==> config.mk <==
export PLATFORM = sky130hd
export DESIGN_NAME = bullet_draw_controller
export DESIGN_NICKNAME = d
export VERILOG_FILES = /design/src/rtl/bullet_draw_controller.sv
export SDC_FILE = /design/constraint.sdc
export NUM_CORES = 1
export LEC_CHECK = 0
export ABC_AREA = 1
export BUFFER_PORTS_ARGS = -buffer_cell sky130_fd_sc_hd__clkbuf_2
export CAP_MARGIN = 20
export CORE_MARGIN = 2
export CORE_UTILIZATION = 37
export CTS_CLUSTER_SIZE = 25
export DETAILED_ROUTE_END_ITERATION = 16
export GPL_TIMING_DRIVEN = 1
export HOLD_SLACK_MARGIN = 0.05
export PLACE_DENSITY_LB_ADDON = 0.2
export RECOVER_POWER = 50
export SYNTH_ARGS = -nofsm -noshare
export SYNTH_HDL_FRONTEND = slang
export SYNTH_SLANG_ARGS = --single-unit
export TNS_END_PERCENT = 1
==> constraint.sdc <==
create_clock -name clk -period 1.6 [get_ports clk]
set_input_delay 0.24 -clock clk [delete_from_list [all_inputs] [get_ports clk]]
set_output_delay 0.24 -clock clk [all_outputs]
set_load 0.02 [all_outputs]
==> src/rtl/bullet_draw_controller.sv <==
// rtl/bullet_draw_controller.sv - frame-paced draw/erase/step sequencer for the bullet handler
// Walks a BULLET_W x BULLET_H pixel block per pass and steps the handler once per frame tick.
module bullet_draw_controller #(
  parameter int          BULLET_W      = 2,
  parameter int          BULLET_H      = 4,
  parameter int          FRAME_DIV     = 833333,
  parameter logic [2:0]  BULLET_COLOUR = 3'b111,
  parameter logic [2:0]  BG_COLOUR     = 3'b000
) (
  input  logic       clk,
  input  logic       resetn,
  input  logic       fire,
  input  logic [7:0] bulletX,
  input  logic [6:0] bulletY,
  input  logic       reachtop,
  input  logic       active,
  output logic       resetb_out,
  output logic       updateb_out,
  output logic       waitb_out,
  output logic [7:0] plotX,
  output logic [6:0] plotY,
  output logic [2:0] colour,
  output logic       plot,
  output logic       busy
);

  localparam int FW = $clog2(FRAME_DIV);
  localparam int CW = (BULLET_W > 1) ? $clog2(BULLET_W) : 1;
  localparam int RW = (BULLET_H > 1) ? $clog2(BULLET_H) : 1;

  typedef enum logic [2:0] {
    S_IDLE,
    S_DRAW,
    S_WAIT,
    S_ERASE,
    S_UPDATE,
    S_SETTLE
  } state_t;

  state_t         r_state;
  state_t         w_next;
  logic [FW-1:0]  r_frame_cnt;
  logic [CW-1:0]  r_col;
  logic [RW-1:0]  r_row;
  logic           w_tick;
  logic           w_walk;
  logic           w_col_last;
  logic           w_last;

  assign w_tick     = (r_frame_cnt == FW'(FRAME_DIV - 1));
  assign w_walk     = (r_state == S_DRAW) || (r_state == S_ERASE);
  assign w_col_last = (r_col == CW'(BULLET_W - 1));
  assign w_last     = w_col_last && (r_row == RW'(BULLET_H - 1));

  always_ff @(posedge clk or negedge resetn) begin
    if (!resetn) begin
      r_frame_cnt <= '0;
    end else if (w_tick) begin
      r_frame_cnt <= '0;
    end else begin
      r_frame_cnt <= r_frame_cnt + FW'(1);
    end
  end

  // Counter idles at zero and wraps on the last pixel, so every DRAW/ERASE entry starts at (0,0).
  always_ff @(posedge clk or negedge resetn) begin
    if (!resetn) begin
      r_col <= '0;
      r_row <= '0;
    end else if (!w_walk) begin
      r_col <= '0;
      r_row <= '0;
    end else if (w_col_last) begin
      r_col <= '0;
      r_row <= w_last ? '0 : r_row + RW'(1);
    end else begin
      r_col <= r_col + CW'(1);
    end
  end

  always_ff @(posedge clk or negedge resetn) begin
    if (!resetn) begin
      r_state <= S_IDLE;
    end else begin
      r_state <= w_next;
    end
  end

  always_comb begin
    w_next      = r_state;
    resetb_out  = 1'b0;
    updateb_out = 1'b0;
    waitb_out   = 1'b0;
    plot        = 1'b0;
    colour      = 3'b000;
    busy        = 1'b1;
    case (r_state)
      S_IDLE: begin
        resetb_out = 1'b1;
        busy       = 1'b0;
        if (fire) w_next = S_DRAW;
      end
      S_DRAW: begin
        plot   = 1'b1;
        colour = BULLET_COLOUR;
        if (w_last) w_next = S_WAIT;
      end
      S_WAIT: begin
        waitb_out = 1'b1;
        if (w_tick) w_next = S_ERASE;
      end
      S_ERASE: begin
        plot   = 1'b1;
        colour = BG_COLOUR;
        if (w_last) w_next = S_UPDATE;
      end
      S_UPDATE: begin
        updateb_out = 1'b1;
        w_next      = S_SETTLE;
      end
      S_SETTLE: begin
        if (reachtop || !active) w_next = S_IDLE;
        else                     w_next = S_DRAW;
      end
      default: w_next = S_IDLE;
    endcase
  end

  assign plotX = plot ? (bulletX + 8'(r_col)) : 8'd0;
  assign plotY = plot ? (bulletY + 7'(r_row)) : 7'd0;

endmodule

# Word level (Yosys, flattened, before mapping)
# Index checks and enable logic that the tools add are counted.
# Widths: inputs -> output; s select.
[op_classes]
n_reduce_logical = 7
n_eq_ne = 12
n_addsub = 5
n_mux = 20
[ops]
columns = ["cell", "n"]
rows = [
  ["$add 20x1->20 const B", 1],
  ["$eq 20x20->1 const B", 1],
  ["$mux 20", 1],
  ["$pmux 3 s6", 1],
  ["$mux 3", 5],
  ["$ne 2x2->1 const B", 5],
  ["$add 8x1->8", 1],
  ["$mux 1", 8],
  ["$mux 8", 1],
  ["$add 7x2->7", 1],
  ["$mux 7", 1],
  ["$eq 3x2->1 const B", 2],
  ["$eq 3x3->1 const B", 2],
  ["$mux 2", 3],
  ["$reduce_and 4->1", 1],
  ["$eq 3x1->1 const B", 1],
  ["$logic_not 3->1", 1],
  ["$add 2x1->2 const B", 1],
  ["$eq 2x2->1 const B", 1],
  ["$logic_or 1x1->1", 2],
  ["$reduce_or 2->1", 1],
  ["$add 1x1->1 const B", 1],
  ["$logic_and 1x1->1", 1],
  ["$logic_not 1->1", 1],
]
[word_totals]
register_bits = 26
elab_cells = 48
out_inout_bits = 23
input_bits = 20

# Depth between registers and ports, before layout
# Gate-level depths: netlist of the first run.
[depth]
depth_word = 5
depth_mapped = 10
mapped_depth_nobuf = 10

# Worst setup path after synthesis of the first run
# No wires, ideal clock.
[synth_timing]
path_kind = "register to output"
start = "register r_row[0]"
end = "output plotY[6]"
path_buffers = 0
path_slack_ns = -0.337
stages_incl_launch_ff = 8
t_arrival_ns = 1.697
t_required_ns = 1.360
path_cell_list = "dfrtp_1 > ha_1 > inv_1 > fa_1 > nor3b_1 > nand2_1 > xor2_1 > nor2_1"
[synth_via]
elab_chain_cells = 2
[synth_lines]
columns = ["element", "line", "text"]
rows = [
  ["start, declared", "44", "logic [RW-1:0] r_row;"],
  ["start signal, assigned", "75", "r_row <= w_last ? '0 : r_row + RW'(1);"],
  ["$add 7x2->7", "130", "assign plotY = plot ? (bulletY + 7'(r_row)) : 7'd0;"],
  ["$mux 7", "130", ""],
  ["end, declared", "21", "output logic [6:0] plotY,"],
]
# No other way between the ends.

# Worst setup path in the final report of the first run
# Ends and elaborated chain as after synthesis.

==> results.json, run 1 <==
{
  "clk_latency_ns": 0.27,
  "ys_types": 29,
  "path_cells": "ha_4 > inv_2 > fa_2 > nor3b_2 > nand2_1 > xor2_1 > nor2_2 > clkbuf_8",
  "grt.total_usage_pct": 15.7,
  "syn_nets": 295,
  "relSlewSlack_pct": 56.6,
  "setup_ws_ns": -0.519,
  "avgViaCountPerCell": 4.60,
  "drcViolationCount": 0,
  "core_area_mm2": 0.00479,
  "area_delta_synth_final_pct": 29.2,
  "period_needed_ns": 2.12,
  "syn_inst": 267,
  "seq_area_um2": 651,
  "finalSetupTns_ns": -2.87,
  "grt.overflow.total": 0,
  "ios": 43,
  "dp_cells": 383,
  "finalClockSkew_ns": 0.000864,
  "cp-end-kind": "output port",
  "avgSynthCellArea_um2": 6.99,
  "cp-start-kind": "register",
  "fp.dieH_um": 75.0,
  "layout.cells.non_filler": 390,
  "cp_data_arrival_time_ns": 1.88,
  "holdPathStages": 5,
  "wire_per_inst_um": 10.1,
  "rsz0062_at_grt": "yes",
  "violations": "setup timing",
  "cap_viol_max_count": 0,
  "clk_pin_slew_ns": 0.09,
  "tritoncts.num_buffers": 3,
  "critical_path_required_ns": 1.36,
  "finalPower_mw": 3.07,
  "synthTopCellsByArea": "dfrtp_1 (35%), nand2_1 (11%), nor2_1 (9.7%)",
  "dr_total_vias": 1793,
  "critPathMaxFanout": 2,
  "leakage_nw": 1.24,
  "hp-class": "primary input to register",
  "synth_top_area_share_pct": 34.9,
  "diodes": 0,
  "die_w_um": 75.0,
  "ant_nets": 0,
  "cts_tree": "yes",
  "ys_ff_latch": 26,
  "outcome": "finished with violations",
  "yosysTopAreaCell": "dfrtp_1",
  "clk_path_buf_depth": 2,
  "fmax_ghz": 0.472,
  "ir_drop_uv": 667,
  "fill_cells": 480,
  "multi_input_area_mm2": 0.00109,
  "synth_area_mm2": 0.00187,
  "final_area_mm2": 0.00241,
  "gp_congestion": 0.827,
  "nNetsFinal": 352,
  "drive_above_1_share_pct": 31.3,
  "wirelength_mm": 3.95,
  "clockRootBuffer": "clkbuf_8",
  "hold_violations": 0,
  "start_util_pct": 39.0,
  "fin_hold_ws_ns": 0.348,
  "setup_viol": 13,
  "post-place-ws_ns": -0.240,
  "h-tree-depth": 1,
  "r2r.worst_path.cells": 9,
  "finish.utilization_pct": 50.4,
  "timing.final.crit_share_pct": 132,
  "io_buffer_count": 42,
  "worstMarginPinSlew_ns": 0.650,
  "antenna_found_initial": 0,
  "crit_slowest_cell": "dfrtp_1",
  "seq_area_frac_synth_pct": 34.9,
  "grt_pass1_vias": 1590,
  "cts_sinks": 26,
  "yosysWarnings": 0,
  "die_area_mm2": 0.00563,
  "drt_iter0_markers": 71,
  "slew_violations": 0,
  "grt_pass1_wl_mm": 6.86,
  "grt_max_degree": 27,
  "max_stage_delay_ns": 0.39,
  "power_density_mw_per_mm2": 1270,
  "row_count": 25,
  "crit_type": "register to output port",
  "dp_hpwl_mm": 3.16,
  "postPlaceCellArea_mm2": 0.00223,
  "drtPass1Iterations": 4
}
[cells in the mapped netlist, drive strengths merged]
| cell type | n |
|---|---|
| nor2 | 59 |
| nand2 | 58 |
| inv | 49 |
| dfrtp | 26 |
| a21oi | 15 |
| nand3 | 15 |
| o21ai | 9 |
| ha | 7 |
| nor3 | 6 |
| buf | 4 |
| xnor2 | 4 |
| xor2 | 4 |
| and2 | 2 |
| nand4 | 2 |
| a21o | 1 |
| a31oi | 1 |
| fa | 1 |
| nor3b | 1 |
| o211a | 1 |
| o21bai | 1 |
| or2 | 1 |
[final timing paths]
kind	from	endpoint	slack, ns
worst min-delay path	fire	r_state[1]	0.35
max in group asynchronous	resetn	r_row[0]	0.65
worst max-delay path	r_row[0]	plotY[6]	-0.52
min in group asynchronous	resetn	r_frame_cnt[12]	0.52
worst min register to register	r_frame_cnt[0]	r_frame_cnt[0]	0.49
worst max register to register	r_frame_cnt[0]	r_frame_cnt[3]	0.11
[flip-flops by register name, summed over array words and instances, names as in the netlist]
signal and count:
r_state 3, r_row 2, r_col 1, r_frame_cnt 20
[metal layers]
layer	vias to the layer above	track usage (%)	wire length, µm	share of wire (%)
met1	828	20.3	1900	48
met3	6	3.21	121	3.1
li1	928	-	-	-
met5	-	0	0	0
met4	0	3.77	54	1.4
met2	31	27.1	1880	48
[worst max-delay path, delay by kind of cell, from the launching register on]
kind / cells / cell delay, ns
fa+ha+maj: 2 / 0.49
simple gates: 3 / 0.40
flops: 1 / 0.39
buf+inv: 2 / 0.18
xor+xnor: 1 / 0.15
[report_power, final]
part,switching [mW],internal (mW)
clock,0.208,0.220
combinational,1.08,0.765
sequential,0.0584,0.736
[cells by family after synthesis]
kind of cell	Yosys count	share of synthesized area (%)
adders and majority gates	8	5.76
DFF	26	34.9
xor gates and xnor gates	8	3.75
AOI/OAI and AO/OA	28	8.31
buffers and inverters	53	11.2
and+or+nand+nor	144	36.1
[layout make-up]
class	count	share of cell area (%)
Multi-Input combinational cell	188	45.1
Sequential cell	26	27.0
Timing Repair Buffer	56	14.6
Inverter	49	7.62
Tap cell	67	3.48
Clock buffer	4	2.28
[cells in the final DEF, fill, tap and decap left out, types with 2 or more instances in the layout]
master	n
xor2_1	4
nor2_1	45
ha_1	4
nor2_2	8
clkbuf_8	5
o21ai_1	2
inv_1	42
dfrtp_1	26
nand3_2	2
ha_4	3
nor3_1	5
buf_4	19
a21oi_1	14
xnor2_1	4
clkbuf_4	4
nand2_1	51
nand2_2	7
clkbuf_2	31
inv_2	7
nand4_1	2
nor2_4	6
o21ai_0	7
nand3_4	2
nand3_1	11
[timing repair]
action	in CTS	in global routing
resized for setup	17	19
setup endpoints to repair	13	20
pin swaps	2	2
hold buffers	1	0
setup buffers	0	2
hold endpoints to repair	26	0
Note: power is estimated with default switching activity, not from simulation.
==> run 2, diff against run 1 <==
CORE_ASPECT_RATIO = 0.6   (was not set)
==> results.json, run 2 (synthesis results as in run 1) <==
{
  "relSlewSlack_pct": 55.9,
  "start_util_pct": 39.7,
  "finish.utilization_pct": 51.0,
  "final_cell_mix": "nand2_1 (52), nor2_1 (43), inv_1 (41)",
  "setup_ws_ns": -0.524,
  "slew_violations": 0,
  "final_area_mm2": 0.00240,
  "critical_path_required_ns": 1.36,
  "final_common_cell": "nand2_1",
  "grt_pass1_vias": 1536,
  "nNetsFinal": 348,
  "leakage_nw": 1.22,
  "cp_data_arrival_time_ns": 1.88,
  "drt_iter0_markers": 117,
  "grt.total_usage_pct": 16.5,
  "cts_tree": "yes",
  "worstMarginPinSlew_ns": 0.661,
  "max_stage_delay_ns": 0.36,
  "hold_violations": 0,
  "r2r.worst_path.cells": 8,
  "tritoncts.num_buffers": 3,
  "wirelength_mm": 4.26,
  "cp-start-kind": "register",
  "fp.dieH_um": 59.0,
  "finalPower_mw": 3.18,
  "postCtsSetupBuffers": 0,
  "drcViolationCount": 0,
  "switching_share_pct": 44.7,
  "cp-end-kind": "output port",
  "internal-power_mw": 1.76,
  "outcome": "finished with violations",
  "avgViaCountPerCell": 4.57,
  "fin_hold_ws_ns": 0.329,
  "largest_register": "r_frame_cnt",
  "die_w_um": 95.7,
  "postPlaceCellArea_mm2": 0.00221,
  "drtPass1Iterations": 4,
  "pwr-share-seq_pct": 25.5,
  "die_area_mm2": 0.00565,
  "row_count": 19,
  "finalClockSkew_ns": 0.00210,
  "finalSetupTns_ns": -2.74,
  "grt_max_degree": 27,
  "ir_drop_uv": 1000,
  "holdPathStages": 5,
  "fmax_ghz": 0.471,
  "ios": 43,
  "violations": "setup timing",
  "gp_congestion": 0.796,
  "multi_input_area_mm2": 0.00109,
  "diodes": 0,
  "core_area_mm2": 0.00471,
  "grt.overflow.total": 0,
  "dp_hpwl_mm": 3.33,
  "p_switching_mw": 1.42,
  "h-tree-depth": 1,
  "critPathMaxFanout": 2,
  "setup_viol": 14,
  "crit_slowest_cell": "dfrtp_1",
  "p_clk_share_pct": 13.5,
  "clk_pin_slew_ns": 0.09,
  "drive_above_1_share_pct": 31.3,
  "whs_endpoint": "r_state[1]",
  "period_needed_ns": 2.12,
  "seq_area_um2": 652,
  "timing.rr.start": "r_state[2]",
  "clk_latency_ns": 0.27,
  "dr_total_vias": 1747,
  "grt_pass1_wl_mm": 7.12,
  "combPwrFrac_pct": 61.0,
  "clockRootBuffer": "clkbuf_8",
  "cap_viol_max_count": 0,
  "hp-class": "primary input to register",
  "timing.rr.end": "r_state[2]",
  "largest_reg_flops": 20,
  "ant_nets": 0,
  "area_delta_synth_final_pct": 28.7,
  "clk_path_buf_depth": 2,
  "path_cells": "ha_2 > inv_2 > fa_2 > nor3b_2 > nand2_1 > xor2_1 > nor2_2 > clkbuf_8",
  "rsz0062_at_grt": "yes",
  "min_from": "fire",
  "timing.final.crit_share_pct": 133,
  "io_buffer_count": 42,
  "power_density_mw_per_mm2": 1330,
  "rrSetupSlack_ns": 0.12,
  "reg_top3": "r_frame_cnt x20, r_state x3, r_row x2",
  "antenna_found_initial": 0,
  "cts_sinks": 26,
  "crit_type": "register to output port",
  "fill_cells": 475,
  "wire_per_inst_um": 11.1
}
==> run 2: worst max-delay path: cells and delay by family (launching register included) <==
kind	cells	cell delay, ns
flops	1	0.36
buf+inv	2	0.19
fa+ha+maj	2	0.53
xor+xnor	1	0.15
simple gates	3	0.39
==> run 2: power groups by stage <==
stage          sequential [mW]  clock [mW]  combinational [mW]
6_report                 0.813       0.429                1.94
2_1_floorplan            0.800           0                1.14
5_1_grt                  0.821       0.470                2.12
3_3_place_gp             0.800           0                1.68
4_1_cts                  0.792       0.444                1.79
3_5_place_dp             0.804           0                1.68
==> run 2: layer usage <==
metal  global-route usage [%]  part of all wire (%)  routed length, µm
met1                     27.3                    56               2400
met2                     22.0                    39               1680
met3                     3.44                   3.8                161
met4                     2.45                  0.35                 15
met5                        0                     0                  0
==> run 2: timing repair <==
| action | in CTS | in global routing |
|---|---|---|
| resized for setup | 18 | 37 |
| setup endpoints to repair | 17 | 26 |
| pin swaps | 1 | 5 |
| endpoints found under the hold margin | 26 | 0 |
| hold buffers | 1 | 0 |
==> run 2: area by class of cell <==
class / instances / share of cell area, %
Multi-Input combinational cell: 188 / 45.4
Sequential cell: 26 / 27.1
Timing Repair Buffer: 52 / 14.1
Inverter: 49 / 7.81
Tap cell: 63 / 3.28
Clock buffer: 4 / 2.29
==> run 2: worst max-delay path by stage <==
stage | start | to | cells past startpoint
3_5_place_dp | r_row[0] | plotY[6] | 8
3_3_place_gp | r_row[0] | plotY[6] | 8
2_1_floorplan | r_row[0] | plotY[6] | 7
4_1_cts | r_row[0] | plotY[6] | 8
5_1_grt | r_row[0] | plotY[6] | 8
6_report | r_row[0] | plotY[6] | 8
==> run 2: per-stage QoR <==
step / std cells / worst slack [ns]
global route: 382 / -0.661
CTS: 382 / -0.517
detailed placement: 377 / -0.215
finish: 382 / -0.524
floorplan: 267 / -0.180
global placement: 377 / -0.210
